[src/rtl/inc_share_arb_if.sv]
// -----------------------------------------------------------------------------
// inc_share_arb_if
// Request/response bundle for inc_share_arb, the arbiter that shares one
// 20-bit incrementer between NREQ requesters.
//
// Signals:
//   req_valid  [NREQ]      requester i presents an operand
//   req_data   [NREQ*20]   operand of requester i in bits [20*i+19 : 20*i]
//   req_ready  [NREQ]      one-hot grant; operand i is taken this cycle
//   resp_valid             result available
//   resp_data  [20]        incremented operand
//   resp_cout              carry-out of the increment
//   resp_id    [2]         requester that owns the result
//   resp_ready             consumer accepts the result
//
// Modports:
//   slave  - the arbiter side (inc_share_arb)
//   master - the requester/consumer side
// -----------------------------------------------------------------------------
interface inc_share_arb_if #(
    parameter int NREQ = 4
);
    logic [NREQ-1:0]    req_valid;
    logic [NREQ*20-1:0] req_data;
    logic [NREQ-1:0]    req_ready;
    logic               resp_valid;
    logic [19:0]        resp_data;
    logic               resp_cout;
    logic [1:0]         resp_id;
    logic               resp_ready;

    modport slave (
        input  req_valid,
        input  req_data,
        output req_ready,
        output resp_valid,
        output resp_data,
        output resp_cout,
        output resp_id,
        input  resp_ready
    );

    modport master (
        output req_valid,
        output req_data,
        input  req_ready,
        input  resp_valid,
        input  resp_data,
        input  resp_cout,
        input  resp_id,
        output resp_ready
    );
endinterface

[src/rtl/inc_share_arb.sv]
// -----------------------------------------------------------------------------
// inc_share_arb
// Round-robin arbiter and sequencer sharing one combinational 20-bit
// incrementer between NREQ (2..4) requesters. A granted operand is
// registered, incremented in the following cycle, and the sum, carry-out and
// owner ID are held on the response channel until the consumer accepts them.
//
// Ports:
//   clk  - single clock, rising edge
//   rst  - synchronous active-high reset
//   bus  - inc_share_arb_if.slave: request valid/data/ready per requester,
//          response valid/data/cout/id with resp_ready backpressure
//
// Build option:
//   INC_SAT_EN - when defined, the increment saturates at 20'hFFFFF
//                (carry still reported); otherwise it wraps to 20'h00000.
// -----------------------------------------------------------------------------
module inc_share_arb #(
    parameter int NREQ = 4
) (
    input  logic          clk,
    input  logic          rst,
    inc_share_arb_if.slave bus
);
    localparam int W = 20;

    typedef enum logic [1:0] {
        IDLE = 2'd0,
        EXEC = 2'd1,
        RESP = 2'd2
    } state_t;

    state_t       state_q, state_d;
    logic [1:0]   rr_ptr_q, rr_ptr_d;
    logic [W-1:0] op_q, op_d;
    logic [1:0]   id_q, id_d;
    logic [W-1:0] resp_data_q, resp_data_d;
    logic         resp_cout_q, resp_cout_d;
    logic [1:0]   resp_id_q, resp_id_d;

    logic            grant_found;
    logic [1:0]      grant_idx;
    logic [NREQ-1:0] grant_vec;
    logic [W-1:0]    grant_data;
    logic [W:0]      inc_res;

    // The shared incrementer: {carry, sum}. In the saturating build the sum
    // is clamped to all-ones while the carry still flags the overflow.
    function automatic logic [W:0] twenty_bit_inc(input logic [W-1:0] op);
        logic [W:0] s;
        s = {1'b0, op} + {{W{1'b0}}, 1'b1};
`ifdef INC_SAT_EN
        if (s[W]) begin
            s = {1'b1, {W{1'b1}}};
        end
`endif
        return s;
    endfunction

    // Round-robin search: first look at indices at or above rr_ptr, then
    // wrap to the ones below it. Indices >= NREQ are simply never scanned.
    always_comb begin
        grant_found = 1'b0;
        grant_idx   = 2'd0;
        grant_vec   = '0;
        grant_data  = '0;
        for (int i = 0; i < NREQ; i++) begin
            if (!grant_found && bus.req_valid[i] && (2'(i) >= rr_ptr_q)) begin
                grant_found  = 1'b1;
                grant_idx    = 2'(i);
                grant_vec[i] = 1'b1;
                grant_data   = bus.req_data[i*W +: W];
            end
        end
        for (int i = 0; i < NREQ; i++) begin
            if (!grant_found && bus.req_valid[i]) begin
                grant_found  = 1'b1;
                grant_idx    = 2'(i);
                grant_vec[i] = 1'b1;
                grant_data   = bus.req_data[i*W +: W];
            end
        end
    end

    always_comb begin
        state_d     = state_q;
        rr_ptr_d    = rr_ptr_q;
        op_d        = op_q;
        id_d        = id_q;
        resp_data_d = resp_data_q;
        resp_cout_d = resp_cout_q;
        resp_id_d   = resp_id_q;
        inc_res     = twenty_bit_inc(op_q);

        case (state_q)
            IDLE: begin
                if (grant_found) begin
                    op_d     = grant_data;
                    id_d     = grant_idx;
                    rr_ptr_d = (grant_idx == 2'(NREQ - 1)) ? 2'd0 : grant_idx + 2'd1;
                    state_d  = EXEC;
                end
            end
            EXEC: begin
                resp_data_d = inc_res[W-1:0];
                resp_cout_d = inc_res[W];
                resp_id_d   = id_q;
                state_d     = RESP;
            end
            RESP: begin
                if (bus.resp_ready) begin
                    state_d = IDLE;
                end
            end
            default: begin
                state_d = IDLE;
            end
        endcase
    end

    // Grants are only offered while idle; the response registers are only
    // written in EXEC, so they hold steady for as long as RESP is stalled.
    assign bus.req_ready  = (state_q == IDLE) ? grant_vec : '0;
    assign bus.resp_valid = (state_q == RESP);
    assign bus.resp_data  = resp_data_q;
    assign bus.resp_cout  = resp_cout_q;
    assign bus.resp_id    = resp_id_q;

    always_ff @(posedge clk) begin
        if (rst) begin
            state_q     <= IDLE;
            rr_ptr_q    <= 2'd0;
            resp_data_q <= '0;
            resp_cout_q <= 1'b0;
            resp_id_q   <= 2'd0;
        end else begin
            state_q     <= state_d;
            rr_ptr_q    <= rr_ptr_d;
            resp_data_q <= resp_data_d;
            resp_cout_q <= resp_cout_d;
            resp_id_q   <= resp_id_d;
        end
    end

    // Operand and owner are only meaningful after a grant, so they carry no reset.
    always_ff @(posedge clk) begin
        op_q <= op_d;
        id_q <= id_d;
    end
endmodule

[src/flat_wrapper.sv]
// flat-port wrapper written by rule: the top's interface ports become plain ports
module inc_share_arb_flat 
#(
    parameter int NREQ = 4
)
  (clk, rst, bus_req_valid, bus_req_data, bus_req_ready, bus_resp_valid, bus_resp_data, bus_resp_cout, bus_resp_id, bus_resp_ready);
  inc_share_arb_if #(.NREQ(NREQ)) bus_i ();
  input  logic clk;
  input  logic rst;
  input wire logic [$bits(bus_i.req_valid)-1:0] bus_req_valid;
  input wire logic [$bits(bus_i.req_data)-1:0] bus_req_data;
  output wire logic [$bits(bus_i.req_ready)-1:0] bus_req_ready;
  output wire logic [$bits(bus_i.resp_valid)-1:0] bus_resp_valid;
  output wire logic [$bits(bus_i.resp_data)-1:0] bus_resp_data;
  output wire logic [$bits(bus_i.resp_cout)-1:0] bus_resp_cout;
  output wire logic [$bits(bus_i.resp_id)-1:0] bus_resp_id;
  input wire logic [$bits(bus_i.resp_ready)-1:0] bus_resp_ready;
  assign bus_i.req_valid = bus_req_valid;
  assign bus_i.req_data = bus_req_data;
  assign bus_req_ready = bus_i.req_ready;
  assign bus_resp_valid = bus_i.resp_valid;
  assign bus_resp_data = bus_i.resp_data;
  assign bus_resp_cout = bus_i.resp_cout;
  assign bus_resp_id = bus_i.resp_id;
  assign bus_i.resp_ready = bus_resp_ready;
  inc_share_arb #(.NREQ(NREQ)) u_core (.clk(clk), .rst(rst), .bus(bus_i));
endmodule
[config.mk]
export PLATFORM = sky130hd
export DESIGN_NAME = inc_share_arb_flat
export DESIGN_NICKNAME = d
export VERILOG_FILES = /design/src/rtl/inc_share_arb_if.sv /design/src/rtl/inc_share_arb.sv /design/src/flat_wrapper.sv
export SDC_FILE = /design/constraint.sdc
export NUM_CORES = 1
export LEC_CHECK = 0
export ABC_AREA = 1
export CAP_MARGIN = 20
export CORE_AREA = 3 3 98 100
export DETAILED_ROUTE_END_ITERATION = 8
export DIE_AREA = 0 0 101 103
export GPL_TIMING_DRIVEN = 0
export PLACE_DENSITY = 0.71
export SLEW_MARGIN = 10
export SYNTH_ARGS = -nofsm -noshare
export SYNTH_HDL_FRONTEND = slang
export SYNTH_SLANG_ARGS = --single-unit
[constraint.sdc]
create_clock -name clk -period 2.1 [get_ports clk]
set_input_delay 0.42 -clock clk [delete_from_list [all_inputs] [get_ports clk]]
set_output_delay 0.42 -clock clk [all_outputs]
set_load 0.05 [all_outputs]
==> flow_summary.ini <==
[run_status]
outcome = finished clean

[logic_synthesis]
syn_avg_cell_area_um2 = 6.592
synth_warnings = 0
synth_edf_count = 22
synth-seq-cells = 49
yosysSeqAreaShare_pct = 34.19
yosysUniqueCellTypes = 28
async_reset_ff_share_pct = 0
synth_cells = 533
yosys-top-cells-count = nand2_1, nor2_1, nand3_1
synth_nets = 621
synth-main-ff-cell = dfxtp_1
synth_top_cell_by_area = edfxtp_1
yosysTopAreaCellShare_pct = 18.80
synth.area.top_cells = edfxtp_1, dfxtp_1, nand4_1
synthMostInstantiatedCell = nand2_1
syn-cell-area_um2 = 3513

[die]
die_height_um = 103
coreArea_um2 = 8763
rows = 34
die-area_um2 = 10400
io_pins = 115
initial_core_util_pct = 40.09
die_w_um = 101

[global_route]
met1_usage_pct = 31.11
grt_overflow = 0
grtUsageMet2_pct = 38.38
grt_pass1_wl_um = 19190
antenna_found_initial = 0
grt_max_degree = 26
grt_usage_pct = 23.10
grt_pass1_vias = 4062
busiest_layer = met2
grt_use_met3_pct = 2.639

[cells_and_area]
multiInputGateArea_um2 = 1924
nets = 749
seqCellArea_um2 = 1209
fill_cells = 859
area_growth_pct = 42.17
diodes = 0
drive_gt1_share_pct = 8.308

[flow_run]
max_cap_viol_count = 0

[power_and_ir_drop]
ir_worst_vdd_v = 0.0003189
p_per_area_nw_per_um2 = 709.9
power.leakage_nw = 2.164

[critical_path]
timing.rr.end = u_core.op_q[8]
critPathKind = reg2out
r2r_cells = 9
cp-endpoint = bus_req_ready[2]
worstSetupStartpoint = u_core.rr_ptr_q[1]
critPathLaunchType = flip-flop
r2r_setup_slack_ns = 0.15
required_ns = 1.68
r2r_start = u_core.rr_ptr_q[1]
crit_arrival_ns = 1.66
path_max_fanout = 5
end_kind = primary output

[timing]
tightest_slew_ns = 0.5745
min_period_over_period_pct = 99.13
setup_viol = 0
tns_ns = 0
rsz0062_at_grt = yes
min_period_ns = 2.082
fmax_mhz = 480.4
timing.clock.skew_ns = 0.004383
final_hold_viol_count = 0
finalMaxSlewViolations = 0
holdWs_ns = 0.4736
slew_headroom_pct = 61.70

[detailed_routing]
vias = 4241
drc_errors = 0
ant_nets = 0
drtIter0Drc = 242
routedWlPerCell_um = 15.62
firstDrtPassIters = 5
routed_via_density = 5.508
totalWireLength_um = 12030

[clocking]
cts.clk_slew.worst_paths_ns = 0.09
ctsHtreeMaxLevel = 2
cts.sinks = 49
cts_tree = done
insertion_delay_ns = 0.30
cts_root_buf = clkbuf_8
cts_buffers = 5
clockBufferDepth = 2

[placement]
portBuffers = 114
dp_hpwl_um = 9155
gp_congestion = 0.8933

[hold_path]
hold_depth = 2
min_path_type = reg2reg
[flip-flops by register name, indices dropped and copies added, names as in the netlist]
name / cells
u_core.op_q: 20
u_core.id_q: 2
u_core.state_q: 2
u_core.bus.resp_cout: 1
u_core.bus.resp_data: 20
u_core.bus.resp_id: 2
u_core.rr_ptr_q: 2
[per-stage QoR]
step                util, %  power [W]  instance area [µm²]  setup slack, ns  cells
floorplan                 -   0.002264                 3517          0.01250    533
global placement      54.70   0.002817                 4793           -1.001    755
detailed placement    54.70   0.002841                 4793          -0.9879    755
CTS                   56.40   0.003530                 4942         0.003297    766
global route          57.00   0.003762                 4995         -0.03194    770
finish                57.00   0.003546                 4995          0.01833    770
[cell usage in the layout, fill, tap and decap left out, drive strengths merged]
cell type | synthesis | layout
a21oi | 9 | 9
dlygate4sd2 | 0 | 3
o211ai | 6 | 6
nor4 | 1 | 1
edfxtp | 22 | 22
xnor2 | 3 | 3
ha | 1 | 1
nand2 | 90 | 90
bufinv | 0 | 1
nor2 | 87 | 87
xor2 | 4 | 4
nand4 | 71 | 71
o21ai | 17 | 17
buf | 12 | 23
clkdlybuf4s15 | 0 | 1
clkdlybuf4s50 | 0 | 105
inv | 68 | 68
clkbuf | 20 | 26
clkinv | 1 | 2
nand3b | 3 | 3
dfxtp | 27 | 27
nand3 | 82 | 82
dlymetal6s2s | 0 | 1
nor3 | 9 | 9
[worst min path at each step]
stage	startpoint	end	slack (ns)
global route	u_core.bus.resp_id[1]	u_core.bus.resp_id[1]	0.53
global placement	u_core.bus.resp_cout	u_core.bus.resp_cout	0.46
detailed placement	u_core.bus.resp_cout	u_core.bus.resp_cout	0.46
floorplan	u_core.id_q[1]	u_core.bus.resp_id[1]	0.47
CTS	u_core.bus.resp_cout	u_core.bus.resp_cout	0.47
finish	u_core.bus.resp_cout	u_core.bus.resp_cout	0.47
[critical path, cell delays in order (launching register included)]
cell,delay [ns]
dfxtp_4,0.38
nand2_1,0.09
nand2_2,0.11
nand2_4,0.07
nor2_4,0.16
nand4_1,0.17
a21oi_2,0.20
buf_6,0.18
[cell families after synthesis]
family	after synthesis	synth area share, %
DFF	49	34.19
and+or+nand+nor	343	46.80
buffers and inverters	101	11.93
AOI/OAI and AO/OA	32	4.986
xor gates and xnor gates	7	1.745
adders and majority gates	1	0.3561
[routing by layer]
metal	up-vias	wire [µm]
li1	2062	-
met1	1924	5190
met2	233	5654
met3	22	1003
met4	0	177
met5	-	0
[final cells by class]
| cell class | instances | share of cell area [%] |
|---|---|---|
| Multi-Input combinational cell | 383 | 38.53 |
| Sequential cell | 49 | 24.20 |
| Timing Repair Buffer | 121 | 23.85 |
| Inverter | 69 | 5.185 |
| Buffer | 32 | 3.307 |
| Tap cell | 108 | 2.705 |
| Clock buffer | 6 | 1.453 |
| Clock inverter | 2 | 0.7766 |
[report_power, final]
part / leakage [nW] / internal (W) / switching (W)
Clock: 0.0554 / 0.000358 / 0.000311
Sequential: 0.448 / 0.00122 / 0.000144
Combinational: 1.66 / 0.000552 / 0.000964
Total: 2.16 / 0.00213 / 0.00142
[repair_timing]
item / in CTS / in global routing
pin swaps: 4 / 3
hold buffers: 0 / 0
endpoints found under the setup margin: 4 / 4
buffers inserted: 3 / 4
endpoints found under the hold margin: 0 / 0
resized for setup: 39 / 8
Power figures use the tool's default switching activity.
